### src/rtl/s2_maxpool.sv
// s2_maxpool: 2x2 stride-2 max-pooling stage for six parallel channels.
// Pixels arrive in raster order, one per accepted cycle. The horizontal
// pair maximum of an even row is parked in a line buffer. It is combined
// with the matching pair of the following odd row to form one pooled
// output per 2x2 block. The result is written to the F3 RAM one cycle
// after the block's last pixel.
module s2_maxpool #(
    parameter int DATA_W = 16,
    parameter int IN_DIM = 28
) (
    input  logic              clk,
    input  logic              rst,
    input  logic              c1_valid,
    input  logic [DATA_W-1:0] c1_1_data,
    input  logic [DATA_W-1:0] c1_2_data,
    input  logic [DATA_W-1:0] c1_3_data,
    input  logic [DATA_W-1:0] c1_4_data,
    input  logic [DATA_W-1:0] c1_5_data,
    input  logic [DATA_W-1:0] c1_6_data,
    output logic              f3_wr_en,
    output logic [7:0]        f3_waddr,
    output logic [DATA_W-1:0] f3_1_wdata,
    output logic [DATA_W-1:0] f3_2_wdata,
    output logic [DATA_W-1:0] f3_3_wdata,
    output logic [DATA_W-1:0] f3_4_wdata,
    output logic [DATA_W-1:0] f3_5_wdata,
    output logic [DATA_W-1:0] f3_6_wdata,
    output logic              busy,
    output logic              pool_done
);

    localparam int HALF = IN_DIM / 2;
    localparam int CW   = $clog2(IN_DIM);
    localparam int NCH  = 6;

    logic [CW-1:0] col;
    logic [CW-1:0] row;
    logic          last_col;
    logic          last_row;
    logic [7:0]    addr_calc;

    logic signed [DATA_W-1:0] in_data [NCH];
    logic signed [DATA_W-1:0] held    [NCH];
    logic signed [DATA_W-1:0] hmax    [NCH];
    logic signed [DATA_W-1:0] lb_rd   [NCH];
    logic signed [DATA_W-1:0] pooled  [NCH];
    logic signed [DATA_W-1:0] wdata_q [NCH];
    logic signed [DATA_W-1:0] line_buf [HALF][NCH];

    assign in_data[0] = c1_1_data;
    assign in_data[1] = c1_2_data;
    assign in_data[2] = c1_3_data;
    assign in_data[3] = c1_4_data;
    assign in_data[4] = c1_5_data;
    assign in_data[5] = c1_6_data;

    assign f3_1_wdata = wdata_q[0];
    assign f3_2_wdata = wdata_q[1];
    assign f3_3_wdata = wdata_q[2];
    assign f3_4_wdata = wdata_q[3];
    assign f3_5_wdata = wdata_q[4];
    assign f3_6_wdata = wdata_q[5];

    assign last_col  = (col == CW'(IN_DIM - 1));
    assign last_row  = (row == CW'(IN_DIM - 1));
    assign addr_calc = 8'((int'(row) >> 1) * HALF + (int'(col) >> 1));

    // Signed horizontal pair max and the full 2x2 block max, per channel
    always_comb begin
        for (int k = 0; k < NCH; k++) begin
            hmax[k]   = (in_data[k] > held[k]) ? in_data[k] : held[k];
            lb_rd[k]  = line_buf[col[CW-1:1]][k];
            pooled[k] = (lb_rd[k] > hmax[k]) ? lb_rd[k] : hmax[k];
        end
    end

    // Sample holding register and line buffer; contents need no reset
    always_ff @(posedge clk) begin
        if (c1_valid && !rst) begin
            for (int k = 0; k < NCH; k++) begin
                if (!col[0]) begin
                    held[k] <= in_data[k];
                end else if (!row[0]) begin
                    line_buf[col[CW-1:1]][k] <= hmax[k];
                end
            end
        end
    end

    // Raster counters, registered F3 write port, and frame status flags
    always_ff @(posedge clk) begin
        if (rst) begin
            col       <= '0;
            row       <= '0;
            f3_wr_en  <= 1'b0;
            f3_waddr  <= '0;
            busy      <= 1'b0;
            pool_done <= 1'b0;
            for (int k = 0; k < NCH; k++) begin
                wdata_q[k] <= '0;
            end
        end else begin
            f3_wr_en  <= 1'b0;
            pool_done <= 1'b0;
            if (c1_valid) begin
                busy <= !(last_row && last_col);
                if (col[0] && row[0]) begin
                    f3_wr_en  <= 1'b1;
                    f3_waddr  <= addr_calc;
                    pool_done <= last_row && last_col;
                    for (int k = 0; k < NCH; k++) begin
                        wdata_q[k] <= pooled[k];
                    end
                end
                if (last_col) begin
                    col <= '0;
                    row <= last_row ? '0 : row + 1'b1;
                end else begin
                    col <= col + 1'b1;
                end
            end
        end
    end

endmodule
### config.mk
export PLATFORM = sky130hd
export DESIGN_NAME = s2_maxpool
export DESIGN_NICKNAME = d
export VERILOG_FILES = /design/src/rtl/s2_maxpool.sv
export SDC_FILE = /design/constraint.sdc
export NUM_CORES = 2
export LEC_CHECK = 0
export CAP_MARGIN = 5
export CELL_PAD_IN_SITES_DETAIL_PLACEMENT = 1
export CELL_PAD_IN_SITES_GLOBAL_PLACEMENT = 1
export CORE_ASPECT_RATIO = 0.7
export CORE_MARGIN = 4
export CORE_UTILIZATION = 54
export DETAILED_ROUTE_END_ITERATION = 7
export PLACE_DENSITY_LB_ADDON = 0.1
export SLEW_MARGIN = 10
export SYNTH_ARGS = -nofsm -noshare
export SYNTH_HDL_FRONTEND = slang
export SYNTH_SLANG_ARGS = --single-unit
### constraint.sdc
create_clock -name clk -period 15.6 [get_ports clk]
set_input_delay 4.68 -clock clk [delete_from_list [all_inputs] [get_ports clk]]
set_output_delay 4.68 -clock clk [all_outputs]
set_load 0.02 [all_outputs]
# [Word level (Yosys, flattened, before mapping)]
# Memory sizes are Yosys's and may differ from the RTL's. A register that Yosys moved wholly into a read port is not among the register bits.
# Cells that the tools add are included.
[op_classes] reduce_logical=8 addsub=3 bitwise_logic=8 order_cmp=12 mul=1 n_eq_ne=2 n_mux=35
[ops] operator="two-way mux 16 bit" n=18
[ops] operator="greater-than comparator 16 bit" n=12
[ops] operator="two-way mux 1 bit" n=13
[ops] operator="adder 5 x 1 -> 5 bit, second input constant" n=2
[ops] operator="== test 5 bit, second input constant" n=2
[ops] operator="two-way mux 5 bit" n=2
[ops] operator="adder 8 x 4 -> 8 bit" n=1
[ops] operator="two-way mux 4 bit" n=2
[ops] operator="multiplier 4 x 3 -> 7 bit, second input constant" n=1
[ops] operator="OR 1 bit" n=6
[ops] operator="AND reduction 2 bit" n=2
[ops] operator="logical AND 1 bit" n=3
[ops] operator="OR reduction 3 bit" n=1
[ops] operator="zero test 1 bit" n=2
[ops] operator="NOT 1 bit" n=2
[totals] output_inout_bits=107 ramBits=1536 memories=3 ff_bits=21 input_bits=99
[memory_table] memory="line_buf" depth=14 width=96 rd=1 rd_clocked_by_memory_dff=1 write_ports=1 line="48" text="logic signed [DATA_W-1:0] line_buf [HALF][NCH];"
[memory_table] memory="held" depth=6 width=16 rd=6 rd_clocked_by_memory_dff=0 write_ports=6 line="43" text="logic signed [DATA_W-1:0] held [NCH];"
[memory_table] memory="wdata_q" depth=6 width=16 rd=6 rd_clocked_by_memory_dff=0 write_ports=6 line="47" text="logic signed [DATA_W-1:0] wdata_q [NCH];"

# [Depth between registers and ports, before layout]
[depth] ltp_word=6 ltp_mapped=23 ltp_nobuf=19

# [Least setup slack after synthesis]
# Ideal clock, no wire load.
[synth_path] kind="input to register" start="in rst" end="mem line_buf[6][0] in the netlist's numbering (enable)" path_buffers=1 t_arrival_ns=12.660 cell_stages=5 t_required_ns=14.912 slack_ns=2.252 cell_sequence="clkbuf_1 nor2_1 nand3_1 or3b_2 nor3b_1"
[synth_via] elab_chain_len=4
[synth_lines] element="start, declared" line="12" text="input logic rst,"
[synth_lines] element="zero test 1 bit" line="79" text="if (c1_valid && !rst) begin"
[synth_lines] element="logical AND 1 bit" line="79"
[synth_lines] element="two-way mux 1 bit" line="79"
[synth_lines] element="two-way mux 1 bit (implied by the code)" line="84" text="line_buf[col[CW-1:1]][k] <= hmax[k];"
[synth_lines] element="end, declared" line="48"
# Every way passes these cells.

==> results.toml <==
[pwr]
leakage_nw = 24.50
peakVddDrop_mv = 0.1068
power_density_nw_per_um2 = 122.1

[clock_network]
cts_htree_levels = 4
clock_path_buffers = 3
hold_buffers = 0
clk_pin_slew_ps = 70
cts_root_buf = "clkbuf_16"
insertion_delay_ps = 780
cts.sinks = 1561
cts_tree = "yes"
cts_setup_buffers = 0
postCtsResizedCells = 0
cts_made_buffers = 149

[timing]
period_share_pct = 69.49
fmax_mhz = 92.25
tightestPinTransition_ps = 1257
tns_ps = 0
rsz0062_at_grt = "no"
fin_crit_ps = 10840
slew_headroom_pct = 15.77
clock_skew_ps = 25.19
hold_viol = 0
setup_viol = 0
drv_slew = 0

[final_layout]
drive_gt1_share_pct = 21.78
postLayoutCoreUtil_pct = 61.46
most-common-layout-cells = "edfxtp_1 (1536), mux4_2 (378), nand2_1 (206)"
final_common_cell = "edfxtp_1"
num-fill-cells = 10332
layout.nets = 4090
area_delta_synth_final_pct = 13.06

[synth]
synth_area_um2 = 66160
async_flop_share_pct = 0
synth-seq-area-share_pct = 70.47
syn_nets = 3846
synth_ff_type = "edfxtp_1"
ys_types = 71
avgSynthCellArea_um2 = 18.70
yosys_register_bits = 1561
synth_warnings = 0
synth_edf_count = 1536
syn_inst = 3537

[global_routing]
grt_max_degree = 117
antenna_found_initial = 3
grt_pass1_wl_um = 249600
grt_use_total_pct = 26.42
gr-total-overflow = 0
grt_pass1_vias = 37881

[job]
drv_cap = 0

[detailed_routing]
drc_errors = 0
viasPerCell = 6.360
wl_per_cell_um = 29.93
drt-initial-drc-count = 3575
drtPass1Iterations = 5
vias = 35222
finalWirelength_um = 165800
drtAntennaViolNets = 0

[setup_path]
critPathLaunchType = "primary input"
end_kind = "register"
crit_type = "in -> reg"
path_max_fanout = 32
crit_arrival_ps = 11450
cp.required_ps = 16210

[die]
die_h_um = 300.9
die_w_um = 426.4
initial_core_util_pct = 54.36
dieArea_um2 = 128300
rows = 107
core_area_um2 = 121700
ios = 206

[place]
portBuffers = 205
gp_congestion = 0.8400
hpwlAfterDp_um = 96320

[hold_path]
hold_class = "reg -> reg"

[status]
status = "finished, final reports clean"
per-layer routing:
layer | vias to the layer above | part of all wire, % | track usage [%]
li1 | 14854 | - | -
met1 | 18770 | 43 | 39.58
met2 | 1372 | 47 | 41.16
met3 | 226 | 7.3 | 4.391
met4 | 0 | 2.0 | 6.557
met5 | - | 0 | 0
power breakdown:
| group | leakage [nW] | internal, W | switching (W) |
|---|---|---|---|
| combinational | 8.01 | 0.000305 | 0.000523 |
| clock | 2.30 | 0.00198 | 0.00155 |
| sequential | 14.2 | 0.00475 | 0.0000243 |
| total | 24.5 | 0.00703 | 0.00210 |
layout make-up:
cell class	instances	area (µm²)	area share (%)
well taps	1635	2046	2.735
flip-flops and latches	1561	46640	62.36
inverters	186	701.9	0.9384
clock buffers	188	4011	5.363
repair buffers	260	2552	3.413
diodes	1	2.502	0.003346
clock inverters	84	696.9	0.9317
multi-input cells	1623	18150	24.26
registers in the layout (all words and copies together) (netlist names), named ones only:
register	cells
line_buf	1344
held	96
f3_wr_en	1
col	5
pool_done	1
f3_waddr	8
row	5
wdata_q	96
busy	1
path summary, 6_finish.rpt:
kind	startpoint	to	slack [ps]	cells past startpoint
worst max register to register	register	wdata_q[5][15]$_SDFFCE_PN0P_	8300	14
worst max-delay path	c1_4_data[15]	wdata_q[3][9]$_SDFFCE_PN0P_	4760	19
worst min-delay path	f3_waddr[3]$_SDFFE_PP0P_	f3_waddr[3]$_SDFFE_PP0P_	480	2
worst min register to register	f3_waddr[3]$_SDFFE_PP0P_	f3_waddr[3]$_SDFFE_PP0P_	480	2
synthesized netlist by cell type (32+ instances only):
| cell type | number | area share, % |
|---|---|---|
| buf_2 | 64 | 0.48 |
| edfxtp_1 | 1536 | 70 |
| a21o_1 | 32 | 0.36 |
| clkbuf_1 | 74 | 0.42 |
| nand2_1 | 206 | 1.2 |
| mux2_2 | 97 | 1.7 |
| nor2_1 | 83 | 0.47 |
| a31o_2 | 44 | 0.58 |
| nand3_1 | 36 | 0.27 |
| a21oi_1 | 112 | 0.85 |
| nand4_1 | 36 | 0.34 |
| o22ai_1 | 33 | 0.31 |
| a221oi_1 | 36 | 0.48 |
| ha_1 | 205 | 3.9 |
| mux2i_1 | 46 | 0.70 |
| inv_1 | 186 | 1.1 |
| mux4_2 | 378 | 13 |
| o21ai_0 | 56 | 0.42 |
worst max-delay path, stage by stage:
cell and delay, ps:
clkdlybuf4s50_1 580, ha_1 860, nand4_1 290, nor4_2 430, a2111o_1 850, or2_4 280
and3_1 570, buf_4 360, a21oi_1 150, and2_1 200, ha_1 330, nand4_1 130
nor4_1 520, a21oi_1 170, nor2b_1 170, a31oi_2 130, buf_4 370, o21ai_0 180
a31oi_1 200
per-stage QoR:
stage	setup slack, ps	instances	instance area, µm²	total power (W)	hold WS (ps)
floorplan	2252	3537	66160	0.005412	536.0
global placement	4311	5265	70080	0.005627	457.9
detailed placement	4065	5265	70080	0.005688	468.7
CTS	4889	5537	74790	0.009211	486.1
global route	4274	5537	74790	0.009490	508.3
finish	4760	5538	74800	0.009131	481.4
kinds of logic (layout without fill, tap and decap cells):
family,after synthesis,after routing,share of synthesized area [%]
compound gates,427,427,4.639
xor+xnor,17,17,0.2251
other cells,0,1,0
buf+inv,353,718,2.256
mux,521,521,15.21
fa+ha+maj,210,210,4.028
simple gates,448,448,3.162
flops,1561,1561,70.47
Note: power is estimated with default switching activity, not from simulation.
